## src/rtl/sseg_display_arbiter.sv

```systemverilog
// sseg_display_arbiter
//
// Shares a 4-digit, common-anode seven-segment display between a software
// (MMIO) value source and a motion-alert source. The digits are scanned one
// at a time (REFRESH_DIV clocks per digit) and each nibble is hex-decoded.
//
// Arbitration:
//   SW    : software owns the display.
//   ALERT : alert owns the display. alert_value is latched every cycle.
//   HOLD  : the alert keeps ownership for HOLD_CYCLES after alert_req falls.
//           A new alert_req returns to ALERT and discards the countdown.
//
// Software writes are double-buffered. An accepted write lands in a pending
// register and is copied to the committed register at the frame boundary,
// which is the 3->0 index wrap. A frame therefore never shows a mix of old
// and new digits.
//
// Parameters:
//   REFRESH_DIV  clocks per digit slot (>= 2)
//   HOLD_CYCLES  clocks of alert ownership after alert_req falls (>= 1)
//
// Ports:
//   clk          system clock
//   rst          synchronous, active-high reset
//   sw_valid     software write request
//   sw_value     16-bit value; nibble 0 drives the rightmost digit
//   sw_blank     per-digit blank mask, captured with sw_value
//   sw_ready     write accepted when sw_valid && sw_ready
//   alert_req    level request from the motion logic
//   alert_value  value shown while the alert owns the display
//   owner        0 = software, 1 = alert (ALERT or HOLD)
//   digit_tick   one-cycle pulse on every digit-index advance
//   seg          active-low segments, bit order gfedcba
//   an           active-low digit enables
module sseg_display_arbiter #(
  parameter int unsigned REFRESH_DIV = 100_000,
  parameter int unsigned HOLD_CYCLES = 50_000_000
) (
  input  logic        clk,
  input  logic        rst,
  input  logic        sw_valid,
  input  logic [15:0] sw_value,
  input  logic [3:0]  sw_blank,
  output logic        sw_ready,
  input  logic        alert_req,
  input  logic [15:0] alert_value,
  output logic        owner,
  output logic        digit_tick,
  output logic [6:0]  seg,
  output logic [3:0]  an
);

  localparam int unsigned RW = (REFRESH_DIV > 2) ? $clog2(REFRESH_DIV) : 1;
  localparam int unsigned HW = (HOLD_CYCLES > 1) ? $clog2(HOLD_CYCLES) : 1;

  localparam logic [RW-1:0] REFRESH_LAST = RW'(REFRESH_DIV - 1);
  localparam logic [HW-1:0] HOLD_LOAD    = HW'(HOLD_CYCLES - 1);

  typedef enum logic [1:0] {
    ST_SW    = 2'd0,
    ST_ALERT = 2'd1,
    ST_HOLD  = 2'd2
  } state_t;

  // Hex digit to active-low gfedcba segment pattern.
  function automatic logic [6:0] hex_decode(input logic [3:0] nib);
    logic [6:0] pat;
    case (nib)
      4'h0:    pat = 7'b1000000;
      4'h1:    pat = 7'b1111001;
      4'h2:    pat = 7'b0100100;
      4'h3:    pat = 7'b0110000;
      4'h4:    pat = 7'b0011001;
      4'h5:    pat = 7'b0010010;
      4'h6:    pat = 7'b0000010;
      4'h7:    pat = 7'b1111000;
      4'h8:    pat = 7'b0000000;
      4'h9:    pat = 7'b0010000;
      4'hA:    pat = 7'b0001000;
      4'hB:    pat = 7'b0000011;
      4'hC:    pat = 7'b1000110;
      4'hD:    pat = 7'b0100001;
      4'hE:    pat = 7'b0000110;
      default: pat = 7'b0001110;
    endcase
    return pat;
  endfunction

  // Scanner state
  logic [RW-1:0] refresh_cnt;
  logic [1:0]    digit_idx;
  logic          slot_end;
  logic          frame_wrap;

  // Software path state
  logic          pending;
  logic [15:0]   pend_value;
  logic [3:0]    pend_blank;
  logic [15:0]   commit_value;
  logic [3:0]    commit_blank;
  logic          sw_accept;

  // Arbiter state
  state_t        state;
  logic [HW-1:0] hold_cnt;
  logic [15:0]   alert_latch;

  // Output pipeline
  logic [15:0]   src_value_p0;
  logic [3:0]    nibble_p0;
  logic          blank_p0;
  logic [3:0]    an_p0;
  logic [6:0]    seg_p1;
  logic [3:0]    an_p1;

  assign slot_end   = (refresh_cnt == REFRESH_LAST);
  assign frame_wrap = slot_end && (digit_idx == 2'd3);

  // The pending flag is the only backpressure. Because sw_ready is low while
  // a write is pending, an accept can never coincide with a commit.
  assign sw_ready  = ~pending;
  assign sw_accept = sw_valid && ~pending;

  always_ff @(posedge clk) begin
    if (rst) begin
      refresh_cnt <= '0;
      digit_idx   <= 2'd0;
      digit_tick  <= 1'b0;
    end else if (slot_end) begin
      refresh_cnt <= '0;
      digit_idx   <= digit_idx + 2'd1;
      digit_tick  <= 1'b1;
    end else begin
      refresh_cnt <= refresh_cnt + RW'(1);
      digit_tick  <= 1'b0;
    end
  end

  always_ff @(posedge clk) begin
    if (rst) begin
      pending      <= 1'b0;
      pend_value   <= '0;
      pend_blank   <= '0;
      commit_value <= '0;
      commit_blank <= '0;
    end else if (sw_accept) begin
      pending    <= 1'b1;
      pend_value <= sw_value;
      pend_blank <= sw_blank;
    end else if (pending && frame_wrap) begin
      pending      <= 1'b0;
      commit_value <= pend_value;
      commit_blank <= pend_blank;
    end
  end

  // The latch also loads on the SW->ALERT edge. As a result, the alert value
  // is already in place when the output stage first selects the alert source.
  always_ff @(posedge clk) begin
    if (rst) begin
      alert_latch <= '0;
    end else if (alert_req || (state == ST_ALERT)) begin
      alert_latch <= alert_value;
    end
  end

  always_ff @(posedge clk) begin
    if (rst) begin
      state    <= ST_SW;
      hold_cnt <= '0;
      owner    <= 1'b0;
    end else begin
      case (state)
        ST_SW: begin
          if (alert_req) begin
            state <= ST_ALERT;
            owner <= 1'b1;
          end
        end
        ST_ALERT: begin
          owner <= 1'b1;
          if (!alert_req) begin
            state    <= ST_HOLD;
            hold_cnt <= HOLD_LOAD;
          end
        end
        ST_HOLD: begin
          if (alert_req) begin
            state <= ST_ALERT;
            owner <= 1'b1;
          end else if (hold_cnt == '0) begin
            state <= ST_SW;
            owner <= 1'b0;
          end else begin
            hold_cnt <= hold_cnt - HW'(1);
          end
        end
        default: begin
          state <= ST_SW;
          owner <= 1'b0;
        end
      endcase
    end
  end

  // ---- p0: source select, nibble pick, blank decision ----
  always_comb begin
    src_value_p0 = (state == ST_SW) ? commit_value : alert_latch;
    blank_p0     = (state == ST_SW) && commit_blank[digit_idx];
    nibble_p0    = src_value_p0[{digit_idx, 2'b00} +: 4];
    an_p0        = ~(4'b0001 << digit_idx);
  end

  // ---- p1: registered pin drive ----
  always_ff @(posedge clk) begin
    if (rst) begin
      an_p1  <= 4'b1111;
      seg_p1 <= 7'b1111111;
    end else if (blank_p0) begin
      an_p1  <= 4'b1111;
      seg_p1 <= 7'b1111111;
    end else begin
      an_p1  <= an_p0;
      seg_p1 <= hex_decode(nibble_p0);
    end
  end

  assign an  = an_p1;
  assign seg = seg_p1;

endmodule

```

## config.mk

```make
export PLATFORM = sky130hd
export DESIGN_NAME = sseg_display_arbiter
export DESIGN_NICKNAME = d
export VERILOG_FILES = /design/src/rtl/sseg_display_arbiter.sv
export SDC_FILE = /design/constraint.sdc
export NUM_CORES = 1
export LEC_CHECK = 0
export CAP_MARGIN = 25
export CORE_MARGIN = 3
export CORE_UTILIZATION = 51
export DETAILED_ROUTE_END_ITERATION = 7
export HOLD_SLACK_MARGIN = 0.15
export PLACE_DENSITY = 0.74
export SKIP_CTS_REPAIR_TIMING = 1
export SLEW_MARGIN = 20
export SYNTH_ARGS = -nofsm -noshare
export SYNTH_HDL_FRONTEND = slang
export SYNTH_SLANG_ARGS = --single-unit
```

## constraint.sdc

```tcl
create_clock -name clk -period 2.65 [get_ports clk]
set_input_delay 0.265 -clock clk [delete_from_list [all_inputs] [get_ports clk]]
set_output_delay 0.265 -clock clk [all_outputs]
set_load 0.1 [all_outputs]
```

Word level (Yosys, flattened, before mapping). Memory sizes are Yosys's and may differ from the RTL's. A register that Yosys moved wholly into a read port is not among the register bits. Cells that the tools add are included.

Memories kept: 1. Input bits: 40. Output and inout bits: 14. Logic and storage cells: 66. Flip-flop bits (word level): 110. Bits in read-only memories: 112.

Mux-type cells: 19. Add/subtract/negate cells: 3. Order comparisons: 1. Reductions and logical operators: 15. Equality and inequality tests: 9. Shift-type cells: 2. Bitwise logic cells: 3.

Memory list: (name not given) (depth 16, bits a word 7, read ports 1, clocked after memory_dff 1, wr ports 0, line 68) `case (nib)`.

Operators by type and width (number): $mux 26 (3); $pmux 26 s2 (1); $logic_not 26->1 (1); $sub 26x1->26 const B (1); $add 17x1->17 const B (1); $eq 17x17->1 const B (1); $mux 16 (1); $shiftx 16x5->4 (1); $mux 2 (4); $ne 2x2->1 const B (4); $mux 1 (7); $pmux 2 s3 (1); $eq 2x2->1 const B (2); $logic_and 1x1->1 (4); $not 4->4 (1); $reduce_and 2->1 (2); $reduce_and 4->1 (1); $reduce_bool 2->1 (2); $reduce_or 2->1 (2); $shl 1x2->4 const A (1); $lt 2x3->1 const B (1); $ne 3x3->1 const B (1); $pmux 1 s3 (1); $reduce_and 3->1 (1); 6 further kinds (7).

Logic depth before layout (Yosys ltp).
Depth in word-level cells: 5. Depth in mapped cells: 10. Gate-level depth less buffers: 8.

Worst setup path before layout. No wires, ideal clock.

Path type: register to register. Start point: register hold_cnt[8]. End point: register hold_cnt[18]. Clock period less this slack: 2.482 ns. Library setup time: 0.070 ns. Buffers on the path: 2. Stages on the path, launching flop included: 8. Path slack: 0.168 ns. Arrival: 2.412 ns. Path through: dfxtp_1 > or4_1 > buf_2 > or4_4 > buf_6 > or3_1 > or3_1 > a21oi_1.

Cells in the longest elaborated chain, start to end: 4.

RTL lines: start: declaration (line 105) `logic [HW-1:0] hold_cnt;`; start signal: assignment (line 195) `hold_cnt <= hold_cnt - HW'(1);`; $sub 26x1->26 (line 195); $mux 26 (line 191) `end else if (hold_cnt == '0) begin`; $mux 26 (line 188) `if (alert_req) begin`; $pmux 26 s2 (line 173) `case (state)`.

Several ways; a longest one is shown, not always the timed one. The select of a mux whose other input is x is not followed. A chain may end at the register's enable or synchronous reset.

Final worst setup path.
Start point: register hold_cnt[0]. End point: register hold_cnt[5].

The elaborated chain is that of the path after synthesis.

==> results_dict.tcl <==
set metrics [dict create \
    gp_congestion 0.8336 \
    root_buffer "clkbuf_8" \
    coreArea_sq_mm 0.009459 \
    start_util 0.5392 \
    run_status "finished clean" \
    grt_usage 0.2175 \
    grt_pass1_wl_mm 19.80 \
    ys_ff_latch 117 \
    grt_max_degree 62 \
    yosys-top-cells-area "dfxtp_1 (46%), nand2_1 (6.6%), mux2i_1 (5.1%), a21oi_1 (5.0%), nor2_1 (4.3%)" \
    synthCells 576 \
    pin_count 54 \
    tns_ns 0 \
    power_w 0.004622 \
    dieArea_sq_mm 0.01124 \
    yosysSeqAreaShare 0.4593 \
    avgRoutedWirePerCell_microns 15.09 \
    critPathTopFamily "simple AND/OR/NAND/NOR gates" \
    worstSetupStartpointType "flip-flop" \
    synth_top_area_frac 0.4593 \
    tritoncts "yes" \
    cp_max_fo 7 \
    slew_headroom 0.5651 \
    ys_types 48 \
    arrival_ns 2.89 \
    critPathCaptureType "flip-flop" \
    placed_cells 743 \
    irDropWorstVdd_mv 0.3990 \
    antenna_left 0 \
    fin_skew_ns 0.01524 \
    min_path_cells 2 \
    layout-drive-gt1-share 0.1385 \
    post-dp-hpwl_mm 8.064 \
    path_buf_inv 3 \
    rr_worst_depth 9 \
    drv_cap 0 \
    cts_buffer_depth 2 \
    fin_crit_sh 0.9488 \
    synth-async-reset-ratio 0 \
    die_h_microns 106 \
    synth_area_per_cell_sq_um 8.854 \
    cp_common_cell "buf_4" \
    cp.required_ns 3.02 \
    drtIter0Drc 207 \
    cts_inserted_buffers 17 \
    antenna_found_initial 0 \
    final.min_clock_period_ns 2.514 \
    hold_viol 0 \
    path_cells "inv_1, ha_1, or3b_4, or4_4, buf_4, buf_4, o21ai_0, xor2_1, a21oi_1" \
    rows 35 \
    drc 0 \
    yosys_most_used_dff "dfxtp_1" \
    diodes 0 \
    n_fill_cell 763 \
    finalNonFillerCells 779 \
    timing.hold.ws_ns 0.2354 \
    clkTransAtPathRegs_ns 0.06 \
    htreeDepth 4 \
    dieWidth_microns 106 \
    critPathSlowestCell "or4_4" \
    vias 4336 \
    first_global_vias 4227 \
    p_per_area_mw_per_mm2 724.7 \
    wl_mm 11.75 \
    tightest_slew_ns 0.6507 \
    firstDrtPassIters 4 \
    p_leak_nw 2.421 \
    slew_violations 0 \
    port_buffers 53 \
    setup_violations 0 \
    syn2layout_area_growth_pct 25.05 \
    overflow 0 \
    hold_path_class "primary input to flip-flop" \
    fin_nets 688 \
    yosysTopAreaCell "dfxtp_1" \
    yosys_warnings 0 \
    final_core_util 0.6742 \
    synthesis.area_sq_mm 0.005100 \
    cp.depth 9 \
    crit_type "flip-flop to flip-flop" \
    slowest_delay_ns 0.60 \
    synth_nets 627 \
    clk_latency_ns 0.52 \
    synth_edf_count 0 \
    rsz0062_at_grt "false" \
    avgViaCountPerCell 5.566 \
    fmax_ghz 0.3977 \
    cts.sinks 117 \
]
==> metrics by stage <==
stage,setup slack [ns],instance area (sq um)
after floorplan,0.1678,5100
after global placement,0.1021,5758
after detailed placement,-0.0005496,5758
after CTS,-0.06599,6344
after global routing,0.008402,6377
final,0.1356,6377
==> cell families after synthesis <==
logic type	after synthesis	synth area share
compound gates	109	0.1317
xor+xnor	27	0.04637
fa+ha+maj	11	0.02699
buf+inv	43	0.03337
flops	117	0.4593
mux	36	0.08857
simple gates	233	0.2137
==> final cells by class <==
class                           instances  area (sq um)  share of cell area
Clock buffer                           19         441.7             0.06926
Clock inverter                         13         143.9             0.02256
Inverter                                9         33.78            0.005297
Multi-Input combinational cell        416          2592              0.4065
Sequential cell                       117          2344              0.3675
Tap cell                              129         161.4             0.02531
Timing Repair Buffer                   76         660.6              0.1036
==> power by group <==
group          internal, W  switching, W  total (W)  leakage, nW
registers          0.00183     0.0000478    0.00188        0.957
logic             0.000200      0.000311   0.000511         1.19
clock network      0.00140      0.000838    0.00223        0.278
==> worst reg2reg max path: stages, from the launching register on <==
cell,delay (ns)
dfxtp_1,0.34
inv_1,0.07
ha_1,0.18
or3b_4,0.40
or4_4,0.60
buf_4,0.17
buf_4,0.13
o21ai_0,0.24
xor2_1,0.18
a21oi_1,0.08
==> final timing paths <==
| kind | from | end | slack (ns) |
|---|---|---|---|
| hold / removal | rst | hold_cnt[22]$_SDFFE_PP0P_ | 0.24 |
| setup reg to reg | hold_cnt[0]$_SDFFE_PP0P_ | hold_cnt[5]$_SDFFE_PP0P_ | 0.14 |
| setup / recovery | hold_cnt[0]$_SDFFE_PP0P_ | hold_cnt[5]$_SDFFE_PP0P_ | 0.14 |
| hold reg to reg | alert_latch[10]$_SDFFE_PP0P_ | alert_latch[10]$_SDFFE_PP0P_ | 0.45 |
==> registers in the layout, indices dropped and copies added, names as in the netlist, 2 cells and up <==
name,count
alert_latch,16
an,4
refresh_cnt,17
hold_cnt,26
digit_idx,2
pend_value,16
state,2
pend_blank,4
commit_value,16
seg,7
commit_blank,4
==> cells in the final DEF (no fill, tap or decap), drive strengths merged, types with 10 or more instances in the layout <==
master	n
a21oi	51
buf	38
clkbuf	19
clkdlybuf4s50	38
dfxtp	117
ha	11
inv	12
mux2i	26
nand2	89
nand3	10
nor2	59
nor3	18
o21ai	13
or3	10
or4	10
xor2	19
==> layer usage <==
layer	up-vias	global-route usage	part of all wire
li1	2162	-	-
met3	24	0.04311	0.042
met4	0	0.1008	0.022
met5	-	0	0
met2	107	0.3525	0.48
met1	2043	0.2799	0.46
==> synth_stat cells (all sizes together), types with 2 or more instances <==
master,number
a2111o,4
a211oi,7
a21oi,51
a31oi,9
and2,3
and3,5
and4,3
buf,9
clkbuf,25
dfxtp,117
ha,11
inv,8
mux2,3
mux2i,26
mux4,7
nand2,89
nand2b,3
nand3,10
nand4,5
nor2,59
nor2b,2
nor3,18
nor4,5
o211ai,6
o21a,7
o21ai,13
o221ai,2
o31ai,3
o41ai,2
or2,5
or3,10
or3b,3
or4,10
xnor2,8
xor2,19
No activity file was read; power rests on OpenSTA's default activity.
==> patch 1, RTL diff (config.mk and constraints unchanged) <==
Change the parameter `HOLD_CYCLES` from 50_000_000 to 12_500_000.
--- a/src/rtl/sseg_display_arbiter.sv
+++ b/src/rtl/sseg_display_arbiter.sv
@@ -36,3 +36,3 @@
   parameter int unsigned REFRESH_DIV = 100_000,
-  parameter int unsigned HOLD_CYCLES = 50_000_000
+  parameter int unsigned HOLD_CYCLES = 12_500_000
 ) (
Check against the original RTL: same outputs for any inputs over 10 cycles, from zero or initial values and one cycle with rst high; that may be too few to reach the edited logic, so the function may still have changed.
==> patch 1 against the unedited design <==
Power down 2.4%; routed wire length down 8.3%; sequential cell count down 2; worst setup slack better by 61 ps; global-route usage down 0.81 points; synthesized area down 3.5%; critical path depth down 1; cell count down 1.2%; design area down 3.6%; critical path type unchanged; critical endpoint is now seg[3]$_SDFF_PP1_; largest power group unchanged.
==> patch 1: results (changes against the unedited design) <==
.. list-table::
   :header-rows: 1

   * - Metric
     - Value
   * - M2 GR Usage
     - 0.321 (-0.0312)
   * - Combinational share of power
     - 0.104 (-0.006)
   * - Met3 wire length
     - 514 um (+5.1%)
   * - Min Hold Slack
     - 188 ps (-47.6 ps)
   * - Clock Skew
     - 10.8 ps (-4.47 ps)
   * - Result of the run
     - finished, final reports clean
   * - DP Cell Count
     - 738 (-0.67%)
   * - Vias in the first global route
     - 3955 (-6.4%)
   * - Switch share
     - 0.276 (+0.0169)
   * - Cell types with the highest counts after synthesis
     - 130 x nand2_1, 115 x dfxtp_1, 71 x a21oi_1
   * - Worst-path cell with the longest stage delay
     - mux4_2
   * - Total cell area at the placement stage
     - 0.00557 sq mm (-3.2%)
   * - Capturing instance or port of the critical path
     - seg[3]$_SDFF_PP1_
   * - Final HPWL from detailed placement
     - 7.39 mm (-8.4%)
   * - First-pass GRT wire length
     - 18.6 mm (-5.9%)
   * - Nets in the synthesized netlist
     - 623 (-0.64%)
   * - All-layer global routing usage
     - 0.209 (-0.00806)
   * - Post-Place Worst Slack
     - 260 ps (+260 ps)
   * - Met3 layer usage reported by global route
     - 0.0646 (+0.0214)
   * - Sum of routed wire segments on met1
     - 5.22 mm (-3.3%)
   * - Launching instance or port of the critical path
     - digit_idx[0]$_SDFFE_PP0P_
   * - Dominant cells by area after synthesis
     - dfxtp_1 47%, nand2_1 9.9%, a21oi_1 7.2%
   * - Internal power consumption
     - 3.27 mW (-4.6%)
   * - Arrival time at the worst endpoint
     - 2850 ps (-40 ps)
   * - Via density per instance
     - 5.32 (-4.5%)
## patch 1: changes by cell type in the layout (fill, tap and decap cells not counted), moves of 7 or more
cell | unedited run | this run
o21ai_0 | 12 | 3
buf_4 | 36 | 29
a31oi_1 | 9 | 0
o21a_1 | 7 | 0
or3_1 | 10 | 1
nor2_1 | 58 | 46
nand2_1 | 89 | 130
mux2i_1 | 26 | 8
a21oi_1 | 51 | 71
## patch 1: logic make-up (layout without fill, tap and decap cells)
logic type	count (synthesis)	in the layout	share of synthesized area
AND/OR/NAND/NOR	253	253	0.235
flip-flops	115	115	0.468
AO/OA/AOI/OAI	93	93	0.109
buffers and inverters	44	114	0.0336
XOR/XNOR	36	36	0.0641
multiplexers	18	18	0.0598
adder cells (fa/ha/maj)	12	12	0.0305
## patch 1: final cells by class
type,instances,area [sq um],share of cell area
multi-input cells,412,2450,0.399
flip-flops and latches,115,2300,0.375
repair buffers,68,603,0.0981
clock buffers,17,414,0.0674
well taps,129,161,0.0263
clock inverters,15,159,0.0259
inverters,14,52.6,0.00855
==> patch 2, RTL diff (same settings) <==
Made on the original files. Encoding of `state_t`: now one-hot (3 bits for 3 states).
--- a/src/rtl/sseg_display_arbiter.sv
+++ b/src/rtl/sseg_display_arbiter.sv
@@ -58,6 +58,6 @@
 
-  typedef enum logic [1:0] {
-    ST_SW    = 2'd0,
-    ST_ALERT = 2'd1,
-    ST_HOLD  = 2'd2
+  typedef enum logic [2:0] {
+    ST_SW    = 3'b001,
+    ST_ALERT = 3'b010,
+    ST_HOLD  = 3'b100
   } state_t;
Formal check against the unedited RTL: same outputs for any inputs over 10 cycles, from zero or initial values and one cycle with rst high; not proved beyond that.
==> patch 2 against the unedited design <==
Power rose by 0.27%; combinational power rose by 11%; routed wire length fell by 1.9%; maximum frequency fell by 1.2%; worst setup slack got worse by 30 ps; highest routed layer unchanged; first-iteration DRC count rose by 8.7%; sequential power barely moved; synthesized area rose by 4.4%; design area rose by 2.8%; clock power fell by 2%; sequential cell count rose by 1.
==> patch 2: results (changes against the unedited design) <==
.. list-table::
   :header-rows: 1

   * - Metric
     - Value
   * - Worst reg-to-reg setup slack
     - 110 ps (-30 ps)
   * - Highest net fanout along the worst path
     - 10 (+3)
   * - Global placer's final weighted congestion
     - 0.881 (+5.6%)
   * - Pin count of the biggest net entering global routing
     - 38 (-39%)
   * - Leak Pwr
     - 2.49 nW (+2.9%)
   * - First-pass GRT wire length
     - 19.0 mm (-4.1%)
   * - Met3 layer usage reported by global route
     - 0.0478 (+0.00465)
   * - Max rail drop VDD
     - 0.538 mV (+35%)
   * - Number of unique standard cell types used by synthesis
     - 54 (+13%)
   * - Post-Place Worst Slack
     - 2.96 ps (+3.51 ps)
   * - DRC violation total after the first TritonRoute iteration
     - 225 (+8.7%)
   * - Result of the run
     - finished, final reports clean
   * - Slew at the pin with the worst max-slew slack
     - 681 ps (+30.0 ps)
   * - Via count
     - 4327 (-0.21%)
   * - Max stage delay on crit path
     - 520 ps (-80 ps)
   * - Multiplexer share of the synthesized area
     - 0.131 (+0.0423)
   * - Arrival time at the worst endpoint
     - 2910 ps (+20 ps)
   * - Capture endpoint of the worst hold path
     - hold_cnt[14]$_SDFFE_PP0P_
   * - All-layer global routing usage
     - 0.202 (-0.0151)
   * - Post-Synth XOR/XNOR Area
     - 0.0378 (-0.00853)
   * - Synthesized-area fraction occupied by ao, oa, aoi and oai cells
     - 0.111 (-0.0208)
   * - Nets in the synthesized netlist
     - 629 (+0.32%)
   * - Met3 wire length
     - 422 um (-14%)
   * - DP Cell Count
     - 749 (+0.81%)
   * - Clock Skew
     - 9.17 ps (-6.07 ps)
   * - Post-synthesis average cell area
     - 9.19 sq um (+3.9%)
   * - Worst-path cell with the longest stage delay
     - or4_1
## patch 2: cell type report
| type | instances | area [sq um] | area share |
|---|---|---|---|
| multi-input cells | 413 | 2760 | 0.421 |
| well taps | 133 | 166 | 0.0254 |
| clock inverters | 15 | 159 | 0.0242 |
| flip-flops and latches | 118 | 2360 | 0.360 |
| clock buffers | 17 | 414 | 0.0631 |
| repair buffers | 72 | 649 | 0.0990 |
| inverters | 13 | 48.8 | 0.00744 |
## patch 2: power by group through the flow
stage          registers, mW  clock network, mW  logic [mW]
6_report                1.88               2.19       0.566
5_1_grt                 1.89               2.30       0.609
2_1_floorplan           2.04                  0       0.271
3_5_place_dp            1.92                  0       0.558
4_1_cts                 1.88               2.23       0.564
3_3_place_gp            1.92                  0       0.549
## patch 2: logic make-up after synthesis
| group | after synthesis |
|---|---|
| compound gates | 91 |
| buf+inv | 48 |
| simple gates | 227 |
| flops | 118 |
| xor+xnor | 23 |
| mux | 62 |
| fa+ha+maj | 10 |
